### src/rtl/bmlp_compute_unit.sv
// Datapath of the binary-MLP inference engine: gated-clock MAC accumulator,
// 128x1 activation register file and the final class compare.
module bmlp_compute_unit #(
  parameter int ACC_W    = 15,
  parameter int HID_W    = 7,
  parameter int RF_DEPTH = 128
) (
  input  logic                        clk,
  input  logic                        rst,
  input  logic [2:0]                  layer,
  input  logic                        g_reg_rst7,
  input  logic                        rf_wen,
  input  logic                        rf_ren,
  input  logic [$clog2(RF_DEPTH)-1:0] rf_waddr,
  input  logic [$clog2(RF_DEPTH)-1:0] rf_raddr,
  input  logic [8:0]                  d9,
  input  logic                        w,
  output logic                        bin_class,
  output logic                        rf_d1,
  output logic [ACC_W-1:0]            tb_g_reg_in,
  output logic [ACC_W-1:0]            tb_accum1,
  output logic [HID_W-1:0]            tb_accum2,
  output logic [ACC_W-1:0]            tb_gated_reg_q,
  output logic                        tb_gated_clk,
  output logic [HID_W-1:0]            tb_adder7_A,
  output logic [HID_W-1:0]            tb_adder7_B
);

  localparam logic [2:0] LAYER_IN  = 3'b001;
  localparam logic [2:0] LAYER_NEG = 3'b010;
  localparam logic [2:0] LAYER_CLS = 3'b100;

  logic                 en_lat_q;
  logic                 gclk_s;
  logic                 acc_rst_n_s;
  logic [ACC_W-1:0]     acc_q;
  logic [ACC_W-1:0]     acc_d;
  logic [ACC_W-1:0]     d_ext_s;
  logic [ACC_W-1:0]     term_s;
  logic [ACC_W-1:0]     accum1_s;
  logic [HID_W-1:0]     add_a_s;
  logic [HID_W-1:0]     add_b_s;
  logic [HID_W-1:0]     accum2_s;
  logic                 b_neg_s;
  logic                 act_s;
  logic                 bin_class_q;
  logic                 bin_class_d;
  logic                 rf_rd_s;
  logic                 mem_q [RF_DEPTH];

  // Enable latch is transparent only while clk is low, so the AND gate cannot glitch.
  always_latch begin
    if (!clk) begin
      en_lat_q = (layer != LAYER_CLS);
    end
  end

  assign gclk_s      = clk & en_lat_q;
  assign acc_rst_n_s = rst & g_reg_rst7;
  assign act_s       = ~acc_q[ACC_W-1];

  // Adder operands and accumulator next value.
  always_comb begin
    d_ext_s  = {{(ACC_W-9){1'b0}}, d9};
    term_s   = w ? d_ext_s : ({ACC_W{1'b0}} - d_ext_s);
    accum1_s = acc_q + term_s;
    add_a_s  = acc_q[HID_W-1:0];
    // xnor(rf_d1, w) = 0 means -1; the negated output layer flips that sign.
    b_neg_s  = (~(rf_rd_s ^ w)) ^ (layer == LAYER_NEG) ? 1'b0 : 1'b1;
    add_b_s  = b_neg_s ? {HID_W{1'b1}} : {{(HID_W-1){1'b0}}, 1'b1};
    accum2_s = add_a_s + add_b_s;
    if (layer == LAYER_IN) begin
      acc_d = accum1_s;
    end else begin
      acc_d = {{(ACC_W-HID_W){accum2_s[HID_W-1]}}, accum2_s};
    end
  end

  // Accumulator on the gated clock, cleared by either reset.
  always_ff @(posedge gclk_s or negedge acc_rst_n_s) begin
    if (!acc_rst_n_s) begin
      acc_q <= {ACC_W{1'b0}};
    end else begin
      acc_q <= acc_d;
    end
  end

  // Class decision: next-state select.
  always_comb begin
    if (layer == LAYER_CLS) begin
      bin_class_d = acc_q[ACC_W-1];
    end else begin
      bin_class_d = bin_class_q;
    end
  end

  // Class decision register on the free-running clock.
  always_ff @(posedge clk or negedge rst) begin
    if (!rst) begin
      bin_class_q <= 1'b0;
    end else begin
      bin_class_q <= bin_class_d;
    end
  end

  // Activation store, deliberately unreset so activations survive per-neuron resets.
  always_ff @(posedge clk) begin
    if (rf_wen) begin
      mem_q[rf_waddr] <= act_s;
    end
  end

  assign rf_rd_s        = rf_ren ? mem_q[rf_raddr] : 1'b0;
  assign rf_d1          = rf_rd_s;
  assign bin_class      = bin_class_q;
  assign tb_g_reg_in    = acc_d;
  assign tb_accum1      = accum1_s;
  assign tb_accum2      = accum2_s;
  assign tb_gated_reg_q = acc_q;
  assign tb_gated_clk   = gclk_s;
  assign tb_adder7_A    = add_a_s;
  assign tb_adder7_B    = add_b_s;

endmodule

### config.mk
export PLATFORM = sky130hd
export DESIGN_NAME = bmlp_compute_unit
export DESIGN_NICKNAME = d
export VERILOG_FILES = /design/src/rtl/bmlp_compute_unit.sv
export SDC_FILE = /design/constraint.sdc
export NUM_CORES = 1
export LEC_CHECK = 0
export BUFFER_PORTS_ARGS = -buffer_cell sky130_fd_sc_hd__buf_4
export CAP_MARGIN = 10
export CORE_ASPECT_RATIO = 1.1
export CORE_UTILIZATION = 58
export CTS_CLUSTER_DIAMETER = 30
export DETAILED_ROUTE_END_ITERATION = 8
export PLACE_DENSITY = 0.8
export SYNTH_ARGS = -nofsm -noshare
export SYNTH_HDL_FRONTEND = slang
export SYNTH_SLANG_ARGS = --single-unit
### constraint.sdc
create_clock -name clk -period 5.4 [get_ports clk]
set_clock_uncertainty 0.2 [all_clocks]
set_input_delay 0.54 -clock clk [delete_from_list [all_inputs] [get_ports clk]]
set_output_delay 0.54 -clock clk [all_outputs]
set_load 0.01 [all_outputs]
==> results list, run 1 <==
* Most frequent standard cell in the layout excluding fill and tap cells: nor2_1
- Yosys printed 0 warnings.
- Core Rows: 43
- Kind of launch point of the worst setup path: latch
- Counting stages on the worst path, the most repeated cell is clkbuf_16.
* Cell taking the most area after synthesis: edfxtp_1
* Total power after layout: approximately 4.6 mW
- Setup repair after global routing missed its margin: false
- Slew at the pin closest to its max-slew limit: between 0.9 and 1 ns
- Largest cells by area after synthesis: edfxtp_1 52%, nor2_1 7.1%, mux4_1 6.0%
- Critical Path RT: roughly 4.7 ns
- Hold is met by between 0.08 and 0.09 ns.
- The final hold violation count came to 0.
- Once detail routing completed, the nets flagged for antenna violations numbered 0.
* Max Cap Violations: 0
- The run finished with clean final reports.
- For this run, the post-layout net count is 734.
- In this run the power density over the cells is ~500 nW/um^2.
* Wirelength per Cell: 20.5 microns
* Vias: around 5300
- The worst hold path passes through 5 cells.
- Of the cells placed in the final design, the portion with a size suffix greater than 1 is around 25%.
* Netlist area before placement: between 7000 and 8000 sq um
* Number of instances in the synthesized netlist: around 570
- Across all register-to-register paths, the minimum setup slack is roughly 1.6 ns.
* Area fraction of the dominant cell type after synthesis: slightly above 50%
- Sink of the worst hold path: tb_gated_reg_q[0]$_DFF_PN0_
* Reg2Reg Launch Point: mem_q[93]$_DFFE_PP_
- Height of the chip: 121 microns
- Wires add up to 17500 microns.
- CTS tree: yes
- Type of the worst min-delay path: primary input to flop
- Total setup violations reported at the end of the flow: 0
* FILL cells: roughly 760
* Number of antenna violations at the first check in global routing: 0
- The slowest stage of the critical path is the dlxtn_2 cell.
- Synth-to-layout area growth: 23.5%
* Hold_sp: layer[1]
- RR Endpoint: tb_gated_reg_q[14]$_DFF_PN0_
* Vias in the first global route: between 5000 and 6000
- Arrival @ worst endpoint: between 4 and 5 ns
- The wire-length estimate of the detail-placed layout is around 11000 microns.
- Buffers placed on the I/O ports in this run total between 90 and 100.
- A synthesized cell averages 12.9 sq um.
* Number of register bits inferred by synthesis: between 100 and 150
- The die covers between 10000 and 15000 sq um.
- The worst setup path is captured at a primary output.
* Overflow left after global routing: 0
- The congestion estimate from routability-driven global placement came to slightly above 0.8.
- Die width: roughly 110 microns
- Top-level port count: approximately 100
- Iter 0 DRT Violations: slightly below 500
- In this run the standard cell core region covers ~13000 sq um.
- Initial Util: between 50% and 60%
- Synthesized net count: around 620
* Post-route insts no fill: roughly 850
* Logic depth of the worst register-to-register path: 12
- Peak per-stage delay on the critical path: ~0.42 ns
- Routed vias/inst: between 6 and 7
- Worst IR Drop VDD: ~0.42 mV
- Share of the core filled with cells: 73.2%
- Multi-input gate area in the final layout: a little under 3000 sq um
- 0 antenna diodes ended up in the layout.
- After routing, the total negative slack on setup checks comes to 0 ns.
- Of all nets on the critical path, the largest fanout is 2.
* Area taken by flip-flops and latches: roughly 4300 sq um
- CP cell instances: and2_2 > clkbuf_16 > clkbuf_16 > buf_4
* First-pass GRT wire length: ~26000 microns
- Entering global routing, the biggest net connects just over 100 pins.
- The critical path in this run is classified as latch to primary output.
* Max Transition Viols Final: 0
- For this design the static power due to leakage is roughly 3.4 nW.
- Global router's overall resource usage: between 20% and 30%
- Counting distinct cell types in the post-synthesis netlist gives 47.
- Most frequent cells in the layout: 141 x nor2_1, 128 x edfxtp_1, 104 x buf_4
- Clock insertion delay at the later pin of the skew report: between 0.8 and 0.9 ns
* Clock-pin slew of the registers on the worst-case setup and hold paths: roughly 0.050 ns
- Cell Count Post-Placement: 800
- Relative max-transition margin: between 30 and 40%
- Number of optimization iterations in the first detailed-route pass: 5
* Count of unresolved DRC violations after routing: 0
==> cell type report <==
| type | instances | share of cell area, % |
|---|---|---|
| sequential | 145 | 46.4 |
| multi-input combinational | 388 | 32.1 |
| timing repair buffer | 114 | 9.63 |
| clock buffer | 33 | 8.11 |
| tap | 157 | 2.14 |
| clock inverter | 11 | 1.34 |
| inverter | 6 | 0.245 |
==> worst max-delay path: cells and delay by family (launching register included) <==
family / cells / cell delay [ns]
buf+inv: 3 / 0.36
latches: 1 / 0.42
simple gates: 1 / 0.21
==> flip-flops by register name, indices dropped and copies added (netlist names) <==
signal and cells:
en_lat_q 1, bin_class 1, tb_gated_reg_q 15, mem_q 128
==> kinds of logic after synthesis <==
| kind of cell | count (synthesis) | synth area share, % |
|---|---|---|
| AOI/OAI and AO/OA | 52 | 5.20 |
| xor gates and xnor gates | 28 | 3.55 |
| adders and majority gates | 17 | 2.96 |
| buffers and inverters | 41 | 3.45 |
| DFF | 144 | 57.1 |
| latches | 1 | 0.202 |
| muxes | 47 | 13.1 |
| other | 1 | 0.0505 |
| and+or+nand+nor | 243 | 14.4 |
==> where the power goes <==
part,leakage (nW),switching (mW),internal (mW)
registers,1.35,0.0849,1.39
clock network,0.427,0.497,1.08
logic,1.62,0.814,0.705
==> cells in the mapped netlist (all sizes together) <==
cell type and number:
nor2 141, edfxtp 128, mux4 34, nand2 24, nor3 21, buf 20, dfrtp 16, ha 16
clkbuf 15, nand3 15, xnor2 15, nor2b 14, xor2 13, a21oi 12, a21o 11, a221oi 8
a22o 8, and3 7, mux2 7, inv 6, mux2i 6, and2 4, nand2b 4, nand4 4
a31oi 3, o21ai 3, or3 3, a41oi 2, nor4 2, or2 2, a211o 1, a211oi 1
and2b 1, conb 1, dlxtn 1, fa 1, nor3b 1, o21bai 1, o22ai 1, o41ai 1
==> through the flow <==
step                area [sq um]  setup WS [ns]
floorplan                   7430          0.946
global placement            8180          0.387
detailed placement          8180          0.308
CTS                         9150         0.0129
global route                9180        0.00747
finish                      9180         0.0360
==> worst max-delay path by stage <==
stage | start | end | slack, ns | cells after the start
floorplan | rf_raddr[0] | tb_g_reg_in[10] | 0.95 | 14
global placement | rf_raddr[0] | tb_g_reg_in[9] | 0.39 | 14
detailed placement | rf_raddr[0] | tb_g_reg_in[14] | 0.31 | 14
CTS | en_lat_q$_DLATCH_N_ | tb_gated_clk | 0.01 | 4
global route | en_lat_q$_DLATCH_N_ | tb_gated_clk | 0.007 | 4
finish | en_lat_q$_DLATCH_N_ | tb_gated_clk | 0.04 | 4
==> timing repair <==
action | 4_1_cts | 5_1_grt
endpoints found under the hold margin | 37 | 0
gates resized for setup | 2 | 4
setup endpoints to repair | 2 | 9
hold buffers | 11 | 0
setup buffers | 0 | 0
gates cloned | 0 | 0
==> routing by layer <==
| layer | vias up | global-route usage, % | part of all wire [%] |
|---|---|---|---|
| met5 | - | 0 | 0 |
| met4 | 0 | 13.2 | 2.7 |
| met3 | 51 | 8.89 | 9.0 |
| met2 | 319 | 46.5 | 51 |
| met1 | 2557 | 32.4 | 37 |
| li1 | 2353 | - | - |
No activity file was read; power rests on OpenSTA's default activity.
==> inputs of run 2 (changes only) <==
BUFFER_PORTS_ARGS = not set   (was -buffer_cell sky130_fd_sc_hd__buf_4)
CORE_UTILIZATION = 59   (was 58)
DONT_BUFFER_PORTS = 1   (was not set)
PLACE_DENSITY = 0.75   (was 0.8)
==> run 2 against run 1 <==
Effect of this change:
- worst setup slack gained 0.22 ns
- highest routed layer unchanged
- combinational power shrank 36%
- global-route usage shrank 1.7 points
- hold slack lost 0.044 ns
- flip-flop and latch count is the same
- critical endpoint is now tb_g_reg_in[8]
==> results list, run 2 (synthesis gave the netlist of run 1 again) <==
- Slew at the pin closest to its max-slew limit: 1.09 ns (was 0.939 ns)
* Synth-to-layout area growth: 11.6% (was 23.5%)
- Count of unresolved DRC violations after routing: 0 (unchanged)
- Most frequent standard cell in the layout excluding fill and tap cells: nor2_1 (unchanged)
- Final worst path period need: between 5 and 6 ns
- Kind of launch point of the worst setup path: flop (was latch)
- Final worst-path cycle share: 95.2%
* Routed vias/inst: 6.31 (was 6.18)
- Worst IR Drop VDD: 0.389 mV (was 0.422 mV)
* Buffers inserted by post-CTS timing repair: 0 (unchanged)
- The number of buffers and inverters on the critical path is 0 (was 3).
* Wirelength per Cell: 21.3 microns (was 20.5 microns)
- Net count of the finished layout: 627 (was 734)
- Cell area power density: 472 nW/um^2 (was 499 nW/um^2)
- Height of the chip: 120 microns (was 121 microns)
- Relative max-transition margin: 27.3% (was 37.2%)
- The share of final-layout standard cells stronger than drive strength 1 was 12.3% (was 24.8%).
- Overflow left after global routing: 0 (unchanged)
- Number of antenna violations at the first check in global routing: 0 (unchanged)
- Hold Path Depth: 3 (was 5)
- Most frequent cells in the layout: 141 x nor2_1, 128 x edfxtp_1, 25 x clkbuf_16 (was 141 x nor2_1, 128 x edfxtp_1, 104 x buf_4).
- Worst-case hold slack: 0.0404 ns (was 0.0839 ns)
* Status: completed (unchanged)
* Peak per-stage delay on the critical path: 0.54 ns (was 0.42 ns)
- Final std cell area, no fill: 8290 sq um (was 9180 sq um)
* HPWL reported at the end of detailed placement: 10100 microns (was 11000 microns)
- Worst path depth: 12 (was 4)
* Max Freq: a little under 200 MHz
* Final Wtd Congestion: 0.835 (was 0.809)
- Share of the core filled with cells: 68.3% (was 73.2%)
- The total iterations of the first detailed-routing run was 5 (unchanged).
* Detailed Route WL: 15900 microns (was 17500 microns)
* Count of buffers from port buffering: 0 (was 99)
* CTS tree: yes (unchanged)
- The clock latency reported for the late side of the worst-skew pair was 0.82 ns (was 0.87 ns).
- The type of element capturing the critical path is a primary output (unchanged).
- Vias: 4709 (was 5280)
* Setup repair after global routing missed its margin: false (unchanged)
- The area of the die came to 13000 sq um (was 13300 sq um).
- Die width: 109 microns (was 110 microns)
- The data required time at the worst endpoint was 4.66 ns (about the same).
- The data arrival time of the critical path was 4.40 ns (was 4.62 ns).
* Largest net degree at the start of global routing: 130 (was 103)
- The classification of the worst setup path was flop to primary output (was latch to primary output).
* Cell type of the slowest stage on the worst timing path: mux4_1 (was dlxtn_2)
- The violation count after the first detailed-routing iteration was 377 (was 493).
* Top-level port count: 101 (unchanged)
- The class of the tightest hold or removal check was primary input to flop (unchanged).
- Hold violation total from the final report: 0 (unchanged)
- The register bank with the most flops was mem_q (unchanged).
* Multi-input gate area in the final layout: 2930 sq um (was 2950 sq um)
- DRT antenna net count: 0 (unchanged)
- The placed standard-cell area came to 7410 sq um (was 8180 sq um).
- Total power after layout: 3.91 mW (was 4.58 mW)
* Biggest fanout along the worst timing path: 9 (was 2)
* FILL cells: 835 (was 758)
- Global router's overall resource usage: 26.2% (was 27.9%)
- Core box area: 12100 sq um (was 12500 sq um)
- Area taken by flip-flops and latches: 4260 sq um (about the same)
- The row count was 42 (was 43).
- The number of pins exceeding their max-slew limit in the final report came to 0 (unchanged).
- The max-cap violation count is 0 (unchanged).
- Count of antenna diodes in the layout: 0 (unchanged)
- Standby leakage power: 2.86 nW (was 3.40 nW)
- The initial standard-cell utilization of the core is 61.2% (was 59.3%).
- The critical path's top delay family was multiplexers (was latches).
- Logic depth of the worst register-to-register path: 12 (unchanged)
* Clock-pin slew of the registers on the worst-case setup and hold paths: 0.06 ns (was 0.05 ns)
- Total setup violations reported at the end of the flow: 0 (unchanged)
- The setup TNS came to 0 ns (unchanged).
- The number of flip-flops under the largest register name is 128 (unchanged).
- CP cell instances: mux4_1 > a22o_1 > a221oi_1 > mux4_2 > o22ai_4 > xor2_4 > xnor2_1 > ha_1 > and3_1 > mux2i_1 > mux2_4 > a21o_1 (was and2_2 > clkbuf_16 > clkbuf_16 > buf_4)
* First-pass GRT wire length: 24300 microns (was 26400 microns)
- Vias in the first global route: 4884 (was 5238)
run 2: cell count changes in the layout (fill, tap and decap cells not counted), moves of 2 or more:
cell,before,now
clkinv_1,6,1
clkinv_2,2,5
clkbuf_16,29,25
clkinvlp_4,0,4
clkbuf_1,3,1
buf_4,104,2
clkinv_4,0,2
run 2: where the power goes:
| part | internal [mW] | leakage, nW | switching, mW | total [mW] |
|---|---|---|---|---|
| sequential | 1.39 | 1.35 | 0.121 | 1.52 |
| combinational | 0.333 | 1.13 | 0.638 | 0.971 |
| clock | 0.923 | 0.373 | 0.502 | 1.42 |
| total | 2.65 | 2.86 | 1.26 | 3.91 |
run 2: worst reg2reg max path, cell delays in order, from the launching register on:
cell and delay, ns:
edfxtp_1 0.37, mux4_1 0.54, a22o_1 0.21, a221oi_1 0.25, mux4_2 0.33, o22ai_4 0.14, xor2_4 0.32, xnor2_1 0.12
ha_1 0.28, and3_1 0.19, mux2i_1 0.29, mux2_4 0.40, a21o_1 0.22
run 2: per-layer routing:
layer	share of wire, %	track usage, %	vias up
met5	0	0	-
met4	2.1	12.5	0
met3	9.1	9.83	34
met2	51	43.4	229
met1	38	29.7	2307
li1	-	-	2139
run 2: what timing repair did:
action,CTS,global route
gates resized for setup,0,1
hold buffers,10,0
setup endpoints to repair,0,1
hold endpoints to repair,42,0
run 2: cell type report:
class,instances,share of cell area (%)
clock buffers,26,7.59
clock inverters,15,1.75
inverters,6,0.272
multi-input cells,388,35.3
flip-flops and latches,145,51.4
well taps,154,2.32
repair buffers,12,1.39
run 2: final timing paths:
kind                                       startpoint  slack [ns]                      endpoint
worst max-delay path              mem_q[41]$_DFFE_PP_        0.26                tb_g_reg_in[8]
worst min-delay path                         layer[2]        0.04  tb_gated_reg_q[13]$_DFF_PN0_
worst max register to register    mem_q[41]$_DFFE_PP_        1.48   tb_gated_reg_q[8]$_DFF_PN0_
worst min register to register  bin_class$_DFFE_PN0N_        0.39         bin_class$_DFFE_PN0N_
max in group gated                en_lat_q$_DLATCH_N_        1.48                    clock gate
max in group asynchronous                         rst        3.84   tb_gated_reg_q[5]$_DFF_PN0_
min in group asynchronous                  g_reg_rst7        0.13   tb_gated_reg_q[2]$_DFF_PN0_
min in group gated                en_lat_q$_DLATCH_N_        0.62                    clock gate
run 2: metrics by stage:
step / cells / setup WS (ns)
after floorplan: 574 / 0.946
after global placement: 695 / 0.955
after detailed placement: 695 / 0.809
after CTS: 746 / 0.217
after global routing: 746 / 0.0660
final: 746 / 0.257
==> inputs of run 3 (changes only) <==
HOLD_SLACK_MARGIN = 0.12   (was not set)
==> run 3 against run 2 <==
Effect of this change:
- cell count grew 1.2%
- global-route usage grew 0.59 points
- highest routed layer unchanged
- worst setup slack gained 0.0027 ns
- first-iteration DRC count grew 9.3%
- via count grew 1.1%
- critical endpoint unchanged
- critical path type unchanged
==> results list, run 3 (synthesis gave the netlist of run 1 again) <==
- Setup WS post-layout: 0.259 ns (was 0.257 ns)
- Initial Util: 61.2% (unchanged)
- The total design power was 3.92 mW (was 3.91 mW).
- The area inside the core boundary is 12100 sq um (unchanged).
- The number of pins exceeding their max-slew limit in the final report came to 0 (unchanged).
- The classification of the worst setup path is flop to primary output (unchanged).
* DP Worst Slack: 0.809 ns (unchanged)
- The max-cap violation count was 0 (unchanged).
- The post-detailed-routing wire length came to 16200 microns (was 15900 microns).
- Hold violation total from the final report: 0 (unchanged)
* Count of buffers from port buffering: 0 (unchanged)
- The final critical-path required period was 5.14 ns (about the same).
- Top-level port count: 101 (unchanged)
- The number of setup buffers added after CTS was 0 (unchanged).
- DRT antenna net count: 0 (unchanged)
* Critical Path RT: 4.66 ns (about the same)
* Final Wtd Congestion: 0.835 (unchanged)
- The worst hold slack came to 0.140 ns (was 0.0404 ns).
- Die width: 109 microns (unchanged)
* Cell area after placement: 7410 sq um (unchanged)
- The worst reg-to-reg setup slack came to 1.49 ns (was 1.48 ns).
* Clock insertion delay at the later pin of the skew report: 0.82 ns (about the same)
- The number of global-route vias before repair is 4945 (was 4884).
* Largest net degree at the start of global routing: 130 (unchanged)
* Cell Count Post-Placement: 695 (unchanged)
- The total leakage power is 2.90 nW (was 2.86 nW).
* Total setup violations reported at the end of the flow: 0 (unchanged)
- Count of antenna diodes in the layout: 0 (unchanged)
- The chip height is 120 microns (unchanged).
- The violation count after the first detailed-routing iteration is 412 (was 377).
* Fraction of layout cells with a size suffix above 1: 12.1% (was 12.3%)
- The top achievable clock speed was 195 MHz (was 194 MHz).
- Vias: 4761 (was 4709)
- Most frequent standard cell in the layout excluding fill and tap cells: nor2_1 (unchanged)
- The type of element capturing the critical path was a primary output (unchanged).
- Core Rows: 42 (unchanged)
* Largest Register: mem_q (unchanged)
- Share of total power in the clock network: 36.4% (about the same)
- Area of the die: 13000 sq um (unchanged)
- Biggest fanout along the worst timing path: 9 (unchanged)
* Routed vias/inst: 6.31 (about the same)
- The detailed placer's ending HPWL is 10100 microns (unchanged).
* Kind of launch point of the worst setup path: flop (unchanged)
* Worst IR Drop VDD: 0.390 mV (was 0.389 mV)
- The area of all placed cells without fillers was 8380 sq um (was 8290 sq um).
- The actual transition at the worst max-transition pin was 1.06 ns (was 1.09 ns).
* Share of the core filled with cells: 69.0% (was 68.3%)
- The number of flip-flops under the largest register name came to 128 (unchanged).
- Count of unresolved DRC violations after routing: 0 (unchanged)
- Wirelength per Cell: 21.4 microns (was 21.3 microns)
* Clock-pin slew of the registers on the worst-case setup and hold paths: 0.06 ns (about the same)
- Setup repair after global routing missed its margin: false (unchanged).
- The remaining max-slew budget at the tightest pin is 29.0% (was 27.3%).
- Most frequent cells in the layout: 141 x nor2_1, 128 x edfxtp_1, 25 x clkbuf_16 (unchanged).
* CTS tree: yes (unchanged)
- Status: completed (unchanged)
- Overflow left after global routing: 0 (unchanged)
- The switching share of total power is 32.3% (was 32.2%).
- Number of antenna violations at the first check in global routing: 0 (unchanged)
- The first-pass GRT wire length was 24900 microns (was 24300 microns).
- Number of optimization iterations in the first detailed-route pass: 5 (unchanged)
* Arrival @ worst endpoint: 4.40 ns (about the same)
* Total negative setup slack: 0 ns (unchanged)
- Net Sw Power: 1.26 mW (about the same)
* Final worst-path cycle share: 95.2% (about the same)
- Net count of the finished layout: 636 (was 627)
- The internal power component is 2.65 mW (about the same).
* Type of the worst min-delay path: primary input to flop (unchanged)
* Proportion of power drawn by flip-flops and latches: 38.7% (was 38.8%)
- Post-route insts no fill: 755 (was 746)
- The layout-stage area growth over the synthesis result was 12.8% (was 11.6%).
- Fraction of power consumed by combinational cells: 25.0% (was 24.8%)
- The combined global-route utilization of all metal layers was 26.8% (was 26.2%).
* Cell area power density: 468 nW/um^2 (was 472 nW/um^2)
## run 3: repair_timing
action / 4_1_cts / 5_1_grt
resized for setup: 0 / 1
hold endpoints to repair: 125 / 0
endpoints found under the setup margin: 0 / 1
hold buffers: 19 / 0
## run 3: power groups by stage
stage	combinational [mW]	clock, mW	sequential [mW]
2_1_floorplan	0.846	0.0239	1.51
3_5_place_dp	0.950	0.0239	1.54
3_3_place_gp	0.921	0.0239	1.53
6_report	0.978	1.42	1.52
5_1_grt	1.07	1.49	1.53
4_1_cts	0.972	1.44	1.51
## run 3: worst max-delay path, stage by stage (launching register included)
cell and delay (ns):
edfxtp_1 0.37, mux4_1 0.54, a22o_1 0.21, a221oi_1 0.25
mux4_2 0.33, o22ai_4 0.13, xor2_4 0.32, xnor2_1 0.12
ha_1 0.28, and3_1 0.19, mux2i_1 0.29, mux2_4 0.39
a21o_1 0.22
## run 3: area by class of cell
| type | count | area (sq um) |
|---|---|---|
| Fill cell | 822 | 3760 |
| Multi-Input combinational cell | 388 | 2930 |
| Tap cell | 154 | 193 |
| Clock inverter | 15 | 145 |
| Timing Repair Buffer | 21 | 205 |
| Sequential cell | 145 | 4260 |
| Inverter | 6 | 22.5 |
| Clock buffer | 26 | 629 |
## run 3: worst paths after layout
path | cells past startpoint | from | to
min reg2reg | 2 | bin_class$_DFFE_PN0N_ | bin_class$_DFFE_PN0N_
max | 12 | mem_q[41]$_DFFE_PP_ | tb_g_reg_in[8]
max reg2reg | 12 | mem_q[41]$_DFFE_PP_ | tb_gated_reg_q[8]$_DFF_PN0_
max in group gated | 0 | en_lat_q$_DLATCH_N_ | clock gate
min in group gated | 0 | en_lat_q$_DLATCH_N_ | clock gate
min | 3 | rf_waddr[5] | mem_q[69]$_DFFE_PP_
max in group asynchronous | 3 | rst | tb_gated_reg_q[12]$_DFF_PN0_
min in group asynchronous | 2 | g_reg_rst7 | tb_gated_reg_q[2]$_DFF_PN0_
## run 3: routing by layer
| metal | global-route usage, % | up-vias | share of wire (%) |
|---|---|---|---|
| li1 | - | 2158 | - |
| met1 | 30.6 | 2326 | 38 |
| met2 | 45.3 | 249 | 52 |
| met3 | 9.94 | 28 | 8.4 |
| met4 | 10.4 | 0 | 1.7 |
| met5 | 0 | - | 0 |
